`config.mk`:
```
export PLATFORM = sky130hd
export DESIGN_NAME = ct_had_sqc_flat
export DESIGN_NICKNAME = d
export VERILOG_FILES = /design/src/rtl/ct_had_sqc_if.sv /design/src/rtl/ct_had_sqc.sv /design/src/flat_wrapper.sv
export SDC_FILE = /design/constraint.sdc
export NUM_CORES = 1
export LEC_CHECK = 0
export BUFFER_PORTS_ARGS = -buffer_cell sky130_fd_sc_hd__buf_2
export CAP_MARGIN = 20
export CORE_UTILIZATION = 57
export CTS_CLUSTER_DIAMETER = 150
export DETAILED_ROUTE_END_ITERATION = 10
export PLACE_DENSITY = 0.88
export SYNTH_ARGS = -nofsm -noshare
export SYNTH_HDL_FRONTEND = slang
export SYNTH_SLANG_ARGS = --single-unit
export TNS_END_PERCENT = 20
```
`constraint.sdc`:
```
create_clock -name cpuclk -period 5.1 [get_ports cpuclk]
set_clock_uncertainty 0.05 [all_clocks]
set_input_delay 1.02 -clock cpuclk [delete_from_list [all_inputs] [get_ports cpuclk]]
set_output_delay 1.02 -clock cpuclk [all_outputs]
set_load 0.03 [all_outputs]
```
`src/rtl/ct_had_sqc_if.sv`:
```
// ----------------------------------------------------------------------------
// ct_had_sqc_if
// Bus bundle for the HAD memory-breakpoint sequence-condition stage: level-three
// requests from units A/B, HCR controls, core status and the debug request out.
// Revision: 1.0
// ----------------------------------------------------------------------------
`default_nettype none

interface ct_had_sqc_if #(
  parameter int WIN_W = 8
);
  logic             bkpta_ctrl_inst_req;
  logic             bkpta_ctrl_data_req;
  logic             bkptb_ctrl_inst_req;
  logic             bkptb_ctrl_data_req;
  logic [1:0]       regs_xx_sqc;
  logic [WIN_W-1:0] regs_xx_sqc_win;
  logic             ctrl_bkpt_en;
  logic             rtu_yy_xx_retire0_normal;
  logic             rtu_yy_xx_dbgon;
  logic             x_sm_xx_update_dr_en;
  logic             ir_xx_hcr_reg_sel;
  logic             sqc_ctrl_mbkpt_req;
  logic [1:0]       sqc_ctrl_mbkpt_src;
  logic             sqc_regs_armed;
  logic [1:0]       sqc_regs_hit;

  // Sequence-condition stage side
  modport slave (
    input  bkpta_ctrl_inst_req, bkpta_ctrl_data_req,
    input  bkptb_ctrl_inst_req, bkptb_ctrl_data_req,
    input  regs_xx_sqc, regs_xx_sqc_win, ctrl_bkpt_en,
    input  rtu_yy_xx_retire0_normal, rtu_yy_xx_dbgon,
    input  x_sm_xx_update_dr_en, ir_xx_hcr_reg_sel,
    output sqc_ctrl_mbkpt_req, sqc_ctrl_mbkpt_src, sqc_regs_armed, sqc_regs_hit
  );

  // Driver side (breakpoint units, registers, RTU)
  modport master (
    output bkpta_ctrl_inst_req, bkpta_ctrl_data_req,
    output bkptb_ctrl_inst_req, bkptb_ctrl_data_req,
    output regs_xx_sqc, regs_xx_sqc_win, ctrl_bkpt_en,
    output rtu_yy_xx_retire0_normal, rtu_yy_xx_dbgon,
    output x_sm_xx_update_dr_en, ir_xx_hcr_reg_sel,
    input  sqc_ctrl_mbkpt_req, sqc_ctrl_mbkpt_src, sqc_regs_armed, sqc_regs_hit
  );
endinterface

`default_nettype wire

```
`src/rtl/ct_had_sqc.sv`:
```
// ----------------------------------------------------------------------------
// ct_had_sqc
// Level-four memory breakpoint stage: applies the HCR sequence condition to the
// A/B unit requests, with an optional retirement window, and holds one debug
// request (with source) until the core enters debug mode.
// Revision: 1.0
// ----------------------------------------------------------------------------
`default_nettype none

module ct_had_sqc #(
  parameter int WIN_W = 8
) (
  input  wire logic   cpuclk,
  input  wire logic   cpurst_b,
  ct_had_sqc_if.slave bus
);

  typedef enum logic [1:0] {
    ST_IDLE  = 2'd0,
    ST_ARMED = 2'd1,
    ST_REQ   = 2'd2
  } state_e;

  localparam logic [WIN_W-1:0] WIN_ZERO = '0;
  localparam logic [WIN_W-1:0] WIN_ONE  = {{(WIN_W-1){1'b0}}, 1'b1};

  state_e           state_q, state_d;
  logic [WIN_W-1:0] win_cnt_q, win_cnt_d;
  logic [1:0]       src_q, src_d;
  logic [1:0]       hit_q, hit_d;

  logic       hit_a, hit_b;
  logic       first_hit, second_hit;
  logic       ordered_mode;
  logic       clr;
  logic [1:0] mode;

  // Qualify unit requests and map them onto first/second roles for the current mode
  always_comb begin
    mode         = bus.regs_xx_sqc;
    hit_a        = (bus.bkpta_ctrl_inst_req | bus.bkpta_ctrl_data_req)
                   & bus.ctrl_bkpt_en & ~bus.rtu_yy_xx_dbgon;
    hit_b        = (bus.bkptb_ctrl_inst_req | bus.bkptb_ctrl_data_req)
                   & bus.ctrl_bkpt_en & ~bus.rtu_yy_xx_dbgon;
    ordered_mode = (mode == 2'b01) || (mode == 2'b10);
    first_hit    = (mode == 2'b10) ? hit_b : hit_a;
    second_hit   = (mode == 2'b10) ? hit_a : hit_b;
    clr          = bus.x_sm_xx_update_dr_en & bus.ir_xx_hcr_reg_sel;
  end

  // Next-state logic: sequence FSM, window counter, source and sticky hit status
  always_comb begin
    state_d   = state_q;
    win_cnt_d = win_cnt_q;
    src_d     = src_q;
    // A new hit outranks the HCR clear in the same cycle
    hit_d     = (clr ? 2'b00 : hit_q) | {hit_a, hit_b};

    if (clr) begin
      state_d   = ST_IDLE;
      win_cnt_d = WIN_ZERO;
      src_d     = 2'b00;
    end else begin
      case (state_q)
        ST_IDLE: begin
          if (mode == 2'b00) begin
            if (hit_a | hit_b) begin
              state_d = ST_REQ;
              src_d   = {hit_a, hit_b};
            end
          end else if (mode == 2'b11) begin
            if (hit_a & hit_b) begin
              state_d = ST_REQ;
              src_d   = 2'b11;
            end
          end else if (first_hit) begin
            // A coincident second event does not count; it must come later
            state_d   = ST_ARMED;
            win_cnt_d = bus.regs_xx_sqc_win;
          end
        end
        ST_ARMED: begin
          if (!bus.ctrl_bkpt_en || !ordered_mode) begin
            state_d = ST_IDLE;
          end else if (second_hit) begin
            state_d = ST_REQ;
            src_d   = 2'b11;
          end else if (first_hit) begin
            win_cnt_d = bus.regs_xx_sqc_win;
          end else if ((bus.regs_xx_sqc_win != WIN_ZERO) && bus.rtu_yy_xx_retire0_normal) begin
            if (win_cnt_q == WIN_ONE) begin
              state_d = ST_IDLE;
            end else if (win_cnt_q != WIN_ZERO) begin
              win_cnt_d = win_cnt_q - WIN_ONE;
            end
          end
        end
        ST_REQ: begin
          if (bus.rtu_yy_xx_dbgon) begin
            state_d = ST_IDLE;
            src_d   = 2'b00;
          end
        end
        default: begin
          state_d = ST_IDLE;
          src_d   = 2'b00;
        end
      endcase
    end
  end

  // State registers, cleared asynchronously by core reset
  always_ff @(posedge cpuclk or negedge cpurst_b) begin
    if (!cpurst_b) begin
      state_q   <= ST_IDLE;
      win_cnt_q <= WIN_ZERO;
      src_q     <= 2'b00;
      hit_q     <= 2'b00;
    end else begin
      state_q   <= state_d;
      win_cnt_q <= win_cnt_d;
      src_q     <= src_d;
      hit_q     <= hit_d;
    end
  end

  assign bus.sqc_ctrl_mbkpt_req = (state_q == ST_REQ);
  assign bus.sqc_ctrl_mbkpt_src = src_q;
  assign bus.sqc_regs_armed     = (state_q == ST_ARMED);
  assign bus.sqc_regs_hit       = hit_q;

endmodule

`default_nettype wire

```
`src/flat_wrapper.sv`:
```
// flat-port wrapper written by rule: the top's interface ports become plain ports
module ct_had_sqc_flat 
#(
  parameter int WIN_W = 8
)
  (cpuclk, cpurst_b, bus_bkpta_ctrl_inst_req, bus_bkpta_ctrl_data_req, bus_bkptb_ctrl_inst_req, bus_bkptb_ctrl_data_req, bus_regs_xx_sqc, bus_regs_xx_sqc_win, bus_ctrl_bkpt_en, bus_rtu_yy_xx_retire0_normal, bus_rtu_yy_xx_dbgon, bus_x_sm_xx_update_dr_en, bus_ir_xx_hcr_reg_sel, bus_sqc_ctrl_mbkpt_req, bus_sqc_ctrl_mbkpt_src, bus_sqc_regs_armed, bus_sqc_regs_hit);
  ct_had_sqc_if #(.WIN_W(WIN_W)) bus_i ();
  input  wire logic cpuclk;
  input  wire logic cpurst_b;
  input wire logic [$bits(bus_i.bkpta_ctrl_inst_req)-1:0] bus_bkpta_ctrl_inst_req;
  input wire logic [$bits(bus_i.bkpta_ctrl_data_req)-1:0] bus_bkpta_ctrl_data_req;
  input wire logic [$bits(bus_i.bkptb_ctrl_inst_req)-1:0] bus_bkptb_ctrl_inst_req;
  input wire logic [$bits(bus_i.bkptb_ctrl_data_req)-1:0] bus_bkptb_ctrl_data_req;
  input wire logic [$bits(bus_i.regs_xx_sqc)-1:0] bus_regs_xx_sqc;
  input wire logic [$bits(bus_i.regs_xx_sqc_win)-1:0] bus_regs_xx_sqc_win;
  input wire logic [$bits(bus_i.ctrl_bkpt_en)-1:0] bus_ctrl_bkpt_en;
  input wire logic [$bits(bus_i.rtu_yy_xx_retire0_normal)-1:0] bus_rtu_yy_xx_retire0_normal;
  input wire logic [$bits(bus_i.rtu_yy_xx_dbgon)-1:0] bus_rtu_yy_xx_dbgon;
  input wire logic [$bits(bus_i.x_sm_xx_update_dr_en)-1:0] bus_x_sm_xx_update_dr_en;
  input wire logic [$bits(bus_i.ir_xx_hcr_reg_sel)-1:0] bus_ir_xx_hcr_reg_sel;
  output wire logic [$bits(bus_i.sqc_ctrl_mbkpt_req)-1:0] bus_sqc_ctrl_mbkpt_req;
  output wire logic [$bits(bus_i.sqc_ctrl_mbkpt_src)-1:0] bus_sqc_ctrl_mbkpt_src;
  output wire logic [$bits(bus_i.sqc_regs_armed)-1:0] bus_sqc_regs_armed;
  output wire logic [$bits(bus_i.sqc_regs_hit)-1:0] bus_sqc_regs_hit;
  assign bus_i.bkpta_ctrl_inst_req = bus_bkpta_ctrl_inst_req;
  assign bus_i.bkpta_ctrl_data_req = bus_bkpta_ctrl_data_req;
  assign bus_i.bkptb_ctrl_inst_req = bus_bkptb_ctrl_inst_req;
  assign bus_i.bkptb_ctrl_data_req = bus_bkptb_ctrl_data_req;
  assign bus_i.regs_xx_sqc = bus_regs_xx_sqc;
  assign bus_i.regs_xx_sqc_win = bus_regs_xx_sqc_win;
  assign bus_i.ctrl_bkpt_en = bus_ctrl_bkpt_en;
  assign bus_i.rtu_yy_xx_retire0_normal = bus_rtu_yy_xx_retire0_normal;
  assign bus_i.rtu_yy_xx_dbgon = bus_rtu_yy_xx_dbgon;
  assign bus_i.x_sm_xx_update_dr_en = bus_x_sm_xx_update_dr_en;
  assign bus_i.ir_xx_hcr_reg_sel = bus_ir_xx_hcr_reg_sel;
  assign bus_sqc_ctrl_mbkpt_req = bus_i.sqc_ctrl_mbkpt_req;
  assign bus_sqc_ctrl_mbkpt_src = bus_i.sqc_ctrl_mbkpt_src;
  assign bus_sqc_regs_armed = bus_i.sqc_regs_armed;
  assign bus_sqc_regs_hit = bus_i.sqc_regs_hit;
  ct_had_sqc #(.WIN_W(WIN_W)) u_core (.cpuclk(cpuclk), .cpurst_b(cpurst_b), .bus(bus_i));
endmodule
```
==> results of run 1 <==
through the flow:
step | instances | util, % | worst slack [ns] | area, µm²
3_5_place_dp | 193 | 67.47 | 2.123 | 1324
3_3_place_gp | 193 | 67.47 | 2.182 | 1324
2_1_floorplan | 145 | - | 2.465 | 1201
6_report | 196 | 68.62 | 2.399 | 1346
5_1_grt | 196 | 68.62 | 2.300 | 1346
4_1_cts | 196 | 68.62 | 2.416 | 1346
worst max-delay path by stage:
stage,to,slack (ns),cells past startpoint
floorplan,u_core.bus.sqc_ctrl_mbkpt_src[0]$_DFFE_PN0P_,2.46,8
global placement,u_core.bus.sqc_ctrl_mbkpt_src[0]$_DFFE_PN0P_,2.18,9
detailed placement,u_core.bus.sqc_ctrl_mbkpt_src[0]$_DFFE_PN0P_,2.12,9
CTS,u_core.bus.sqc_ctrl_mbkpt_src[0]$_DFFE_PN0P_,2.42,9
global route,u_core.win_cnt_q[1]$_DFFE_PN0P_,2.30,9
finish,u_core.bus.sqc_ctrl_mbkpt_src[0]$_DFFE_PN0P_,2.40,9
report_power, final:
group          internal (mW)  total, mW  switching (mW)  leakage, nW
clock                 0.0274     0.0631          0.0357       0.0138
sequential             0.152      0.195          0.0435        0.179
combinational          0.147      0.360           0.213        0.411
state kept, by name, summed over array words and instances (netlist names):
signal                         flops
u_core.state_q                     2
u_core.bus.sqc_regs_hit            2
u_core.bus.sqc_ctrl_mbkpt_src      2
u_core.win_cnt_q                   8
cells by family (layout without fill, tap and decap cells):
family	count (synthesis)	in the layout	share of synthesized area [%]
AOI/OAI and AO/OA	38	38	22.61
adders and majority gates	7	7	7.291
buffers and inverters	12	36	5.625
DFF	14	14	29.17
muxes	7	7	6.042
and+or+nand+nor	67	67	29.27
worst register-to-register path, delay by kind of cell (launching register included):
kind,cells,cell delay (ns)
AO/OA/AOI/OAI,3,0.52
flip-flops,1,0.47
multiplexers,1,0.34
AND/OR/NAND/NOR,2,0.52
cell type report:
| class | count | area, µm² |
|---|---|---|
| clock buffers | 3 | 22.52 |
| fillers | 192 | 615.6 |
| repair buffers | 26 | 130.1 |
| multi-input cells | 119 | 783.3 |
| inverters | 7 | 26.28 |
| flip-flops and latches | 14 | 350.3 |
| well taps | 27 | 33.78 |
routing by layer:
metal | wire (µm) | up-vias
met5 | 0 | -
met4 | 8 | 0
met3 | 185 | 2
met2 | 1542 | 51
met1 | 1169 | 589
li1 | - | 587
cell usage in the layout, fill, tap and decap left out, types with 3 or more instances in the layout:
| master | netlist | layout |
|---|---|---|
| buf_2 | 0 | 26 |
| nand2_1 | 18 | 18 |
| nor2_1 | 15 | 15 |
| dfrtp_1 | 14 | 14 |
| a21oi_1 | 8 | 8 |
| inv_1 | 7 | 7 |
| ha_1 | 7 | 7 |
| or3_1 | 6 | 6 |
| o32ai_1 | 6 | 6 |
| o21ai_0 | 5 | 5 |
| nand3_1 | 5 | 5 |
| mux2i_1 | 5 | 5 |
| nor2b_1 | 4 | 4 |
| a211oi_1 | 4 | 4 |
| nand2b_1 | 3 | 3 |
| clkbuf_4 | 0 | 3 |
==> results.tsv, run 1 <==
stage	metric	value	unit
status	outcome	finished clean	
finish	Synth-to-Final Area Change	12.08	%
grt	initial antenna violation count	0	
logic_synthesis	Synth area leaders	dfrtp_1 29%, ha_1 7.3%, nand2_1 5.6%	
logic_synthesis	commonest register cell after synthesis	dfrtp_1	
setup_path	Reg2Reg Depth	6	
timing	Tmin final	2.701	ns
logic_synthesis	top-area cell type share of the netlist area	29.17	%
detailed_routing	Iter 0 DRT Violations	37	
logic_synthesis	synthesized area per cell	8.284	µm²
logic_synthesis	Synth top cells by count	18 x nand2_1, 15 x nor2_1, 14 x dfrtp_1, 8 x a21oi_1	
die	die height	47.91	µm
grt	vias in the first global route	1098	
setup_path	CP cell instances	buf_2, inv_1, ha_1, nor2b_1, o21ai_0, or3_1, a21oi_1, a311o_1, mux2_2	
power_and_ir_drop	power density cells	459.0	nW/µm²
setup_path	Setup CP Type	input pin to register	
timing	endpoints failing setup	0	
setup_path	CP startpoint kind	input pin	
clocking	# resized after CTS	0	
die	die width	47.91	µm
clocking	hold buffers post-CTS	0	
finish	share of layout cells above drive strength 1	23.67	%
detailed_routing	residual DRC count	0	
power_and_ir_drop	Static Leak	0.6033	nW
logic_synthesis	Seq/Total Area, Yosys	29.17	%
grt	first-pass GRT wire length	4388	µm
setup_path	flop2flop setup slack	3.10	ns
logic_synthesis	Yosys reg bits	14	
setup_path	CP top delay family	simple AND/OR/NAND/NOR gates	
grt	GR Overflow Total	0	
setup_path	Arr. time, crit path	2.82	ns
setup_path	R2R Path Start	u_core.state_q[0]$_DFFE_PN0P_	
clocking	clock buffer depth	2	
timing	WHS	0.4294	ns
timing	fin crit share	52.97	%
die	DIE AREA	2295	µm²
timing	Least-Margin Pin Slew	0.5558	ns
setup_path	crit end category	register	
setup_path	CP max stage delay	0.34	ns
logic_synthesis	Syn Inst Count	145	
die	num rows	16	
clocking	CTS tree	built	
clocking	htree depth	1	
power_and_ir_drop	Peak VDD IR	342.9	µV
detailed_routing	Via-to-Cell Ratio	6.270	
logic_synthesis	Synth warnings	0	
run	Max-Cap Viols	0	
setup_path	CP bufs+invs	2	
setup_path	Critical Path Source	bus_regs_xx_sqc[0]	
placed_design	IO Port Bufs	26	
logic_synthesis	number of distinct library cells after synthesis	43	
setup_path	Req. time, crit path	5.22	ns
timing	Slew headroom	62.60	%
logic_synthesis	number of synthesized flops with an enable pin	0	
grt	GRT Util Overall	27.20	%
worst_hold_path	hold worst-path end	u_core.bus.sqc_regs_hit[0]$_DFF_PN0_	
clocking	TritonCTS Sinks	14	
placed_design	hpwl dp	2232	µm
logic_synthesis	syn_nets	173	
placed_design	final RePlAce weighted congestion	0.9661	
clocking	later-pin clock latency in the skew report	0.28	ns
die	starting density of the core	61.22	%
worst_hold_path	hold wc startpoint	u_core.bus.sqc_regs_hit[0]$_DFF_PN0_	
timing	setup total negative slack	0	ns
detailed_routing	via count of the routed design	1229	
finish	# diodes	0	
logic_synthesis	Async SR Flop Fraction	100.0	%
detailed_routing	WL per Instance	14.83	µm
detailed_routing	Final ANT Viol Nets	0	
power_and_ir_drop	total power	0.6179	mW
die	I/O pin count	27	
worst_hold_path	Hold WC Path Type	register to register	
logic_synthesis	Post-Syn Area	1201	µm²
detailed_routing	router iterations before antenna repair	4	
logic_synthesis	biggest area consumer among synthesized cells	dfrtp_1	
setup_path	Crit-path slowest cell	mux2_2	
clocking	Clk pin slew, worst setup/hold paths	0.08	ns
detailed_routing	total wire length	2906	µm
finish	Nets	199	
clocking	post-CTS setup buffers	0	
worst_hold_path	worst hold path stage count	2	
clocking	root buf cell	clkbuf_4	
setup_path	end of the worst register-to-register path	u_core.bus.sqc_ctrl_mbkpt_src[0]$_DFFE_PN0P_	
timing	RSZ-0062 raised after global routing	no	
grt	met2 usage	49.46	%
setup_path	CP Max Fanout	4	
timing	Fin. Hold Viols	0	
grt	GRT busiest layer	met2	
die	core area	1962	µm²
clocking	cts bufs inserted	3	
grt	M1 GR Usage	30.93	%
timing	number of max-slew violations in the final report	0	
logic_synthesis	most common cell in the netlist	nand2_1	
grt	pin count of the biggest net entering global routing	18	
grt	GR met3 Demand/Resource	6.038	%
timing	maximum clock frequency	370.2	MHz
No activity file was read; power rests on OpenSTA's default activity.
==> inputs of run 2 (changes only) <==
Settings changed: CORE_UTILIZATION 57 to 53, PLACE_DENSITY 0.88 to 0.83.
Clock period 5.1 ns to 2.7 ns, I/O delays scaled along.
==> results.tsv, run 2 (synthesis results as in run 1) <==
stage	metric	value	unit	change
power_and_ir_drop	Int Pwr	0.6495	mW	+99%
setup_path	crit end category	register		
setup_path	CP startpoint kind	input pin		
die	I/O pin count	27		unchanged
setup_path	Req. time, crit path	2.81	ns	-2.41 ns
worst_hold_path	Hold WC Path Type	input pin to asynchronous set/reset pin		
power_and_ir_drop	power share of the combinational group	57.0	%	-1.2 points
timing	fin crit share	81.90	%	
power_and_ir_drop	power density cells	874.5	nW/µm²	+91%
clocking	htree depth	1		unchanged
finish	Nets	201		+1.0%
die	DIE AREA	2461	µm²	+7.2%
die	core area	2042	µm²	+4.1%
status	outcome	finished clean		
power_and_ir_drop	total power	1.202	mW	+95%
clocking	CTS tree	built		
timing	endpoints failing setup	0		unchanged
setup_path	CP Max Fanout	4		unchanged
setup_path	Reg2Reg Depth	6		unchanged
detailed_routing	residual DRC count	0		unchanged
finish	largest reg by FF count	u_core.win_cnt_q		
timing	number of max-slew violations in the final report	0		unchanged
clocking	later-pin clock latency in the skew report	0.28	ns	about the same
run	Max-Cap Viols	0		unchanged
grt	first-pass GRT wire length	5147	µm	+17%
setup_path	CP bufs+invs	2		unchanged
setup_path	Crit-path slowest cell	mux2_2		
grt	GR Overflow Total	0		unchanged
setup_path	CP max stage delay	0.34	ns	about the same
clocking	post-CTS setup buffers	0		unchanged
finish	max reg flops	8		unchanged
timing	Least-Margin Pin Slew	0.4863	ns	-0.06958 ns
detailed_routing	Via-to-Cell Ratio	6.231		-0.63%
grt	vias in the first global route	1177		+7.2%
detailed_routing	router iterations before antenna repair	5		+1
placed_design	IO Port Bufs	26		unchanged
timing	Fin. Hold Viols	0		unchanged
clocking	clock buffer depth	2		unchanged
clocking	cts bufs inserted	3		unchanged
finish	commonest non-fill, non-tap cell in the layout	buf_2		
grt	GRT Util Overall	26.91	%	-0.29 points
finish	share of layout cells above drive strength 1	25.00	%	+1.3 points
timing	Tmin final	2.211	ns	
placed_design	final RePlAce weighted congestion	0.9636		-0.26%
clocking	root buf cell	clkbuf_4		
placed_design	hpwl dp	2322	µm	+4.0%
die	die height	49.61	µm	+3.5%
grt	pin count of the biggest net entering global routing	18		unchanged
clocking	hold buffers post-CTS	0		unchanged
setup_path	Arr. time, crit path	2.32	ns	-0.50 ns
detailed_routing	Final ANT Viol Nets	0		unchanged
timing	RSZ-0062 raised after global routing	no		
detailed_routing	via count of the routed design	1240		+0.90%
timing	Slew headroom	67.28	%	+4.7 points
clocking	TritonCTS Sinks	14		unchanged
timing	maximum clock frequency	452.2	MHz	
power_and_ir_drop	P_sw	0.5530	mW	+90%
die	num rows	16		unchanged
die	die width	49.61	µm	+3.5%
finish	most frequent cells in the layout	26 x buf_2, 18 x nand2_1, 15 x nor2_1		
clocking	Clk pin slew, worst setup/hold paths	0.09	ns	about the same
power_and_ir_drop	switching share of power	45.99	%	-1.2 points
detailed_routing	Iter 0 DRT Violations	63		+70%
power_and_ir_drop	clock share of power	12.6	%	+2.4 points
die	starting density of the core	58.82	%	-2.4 points
power_and_ir_drop	Static Leak	0.6201	nW	+2.8%
power_and_ir_drop	Sequential Power Share	30.4	%	-1.2 points
grt	initial antenna violation count	0		unchanged
setup_path	CP cell instances	buf_2, inv_1, ha_1, nor2b_1, o21ai_0, or3_1, a21oi_1, a311o_1, mux2_2		
finish	Synth-to-Final Area Change	14.48	%	
power_and_ir_drop	Peak VDD IR	543.6	µV	+59%
detailed_routing	WL per Instance	14.92	µm	+0.66%
timing	setup total negative slack	0	ns	unchanged
detailed_routing	total wire length	2970	µm	+2.2%
finish	# diodes	0		unchanged
setup_path	CP top delay family	simple AND/OR/NAND/NOR gates		
setup_path	Setup CP Type	input pin to register		
clocking	# resized after CTS	0		unchanged
setup_path	CP Depth	9		unchanged
[run 2: changes by cell type in the layout (fill, tap and decap cells not counted)]
cell	before	now
buf_4	0	2
clkbuf_8	0	1
[run 2: power groups by stage]
stage	clock network (mW)	logic [mW]	registers, mW
after floorplan	0	0.522	0.385
after global placement	0	0.658	0.362
after detailed placement	0	0.677	0.365
after CTS	0.155	0.682	0.361
after global routing	0.162	0.757	0.378
final	0.151	0.686	0.365
[run 2: worst paths after layout]
path / to / slack, ns / from
setup / recovery: u_core.bus.sqc_ctrl_mbkpt_src[0]$_DFFE_PN0P_ / 0.49 / bus_regs_xx_sqc[0]
hold / removal: u_core.win_cnt_q[6]$_DFFE_PN0P_ / 0.08 / cpurst_b
setup reg to reg: u_core.bus.sqc_ctrl_mbkpt_src[0]$_DFFE_PN0P_ / 0.71 / u_core.state_q[0]$_DFFE_PN0P_
hold reg to reg: u_core.bus.sqc_regs_hit[1]$_DFF_PN0_ / 0.44 / u_core.bus.sqc_regs_hit[1]$_DFF_PN0_
max in group asynchronous: u_core.bus.sqc_regs_hit[0]$_DFF_PN0_ / 2.28 / cpurst_b
min in group cpuclk: u_core.bus.sqc_regs_hit[1]$_DFF_PN0_ / 0.44 / u_core.bus.sqc_regs_hit[1]$_DFF_PN0_
[run 2: metal layers]
metal | global-route usage, % | vias up | wire length, µm
met5 | 0 | - | 0
li1 | - | 594 | -
met1 | 36.89 | 574 | 1277
met2 | 43.47 | 66 | 1402
met3 | 3.395 | 6 | 252
met4 | 9.048 | 0 | 38
[run 2: cell type report]
class	instances	area [µm²]
multi-input cells	119	783.3
fillers	172	666.9
flip-flops and latches	14	350.3
repair buffers	28	145.1
clock buffers	4	36.28
well taps	27	33.78
inverters	7	26.28
[run 2: stage by stage]
step	setup slack (ns)	hold WS, ns	std cells	util, %	instance area [µm²]
floorplan	0.5447	0.1944	145	-	1201
global placement	0.2509	0.3943	195	65.56	1339
detailed placement	0.2281	0.3991	195	65.56	1339
CTS	0.5154	0.08567	199	67.34	1375
global route	0.3487	0.1035	199	67.34	1375
finish	0.4887	0.07518	199	67.34	1375
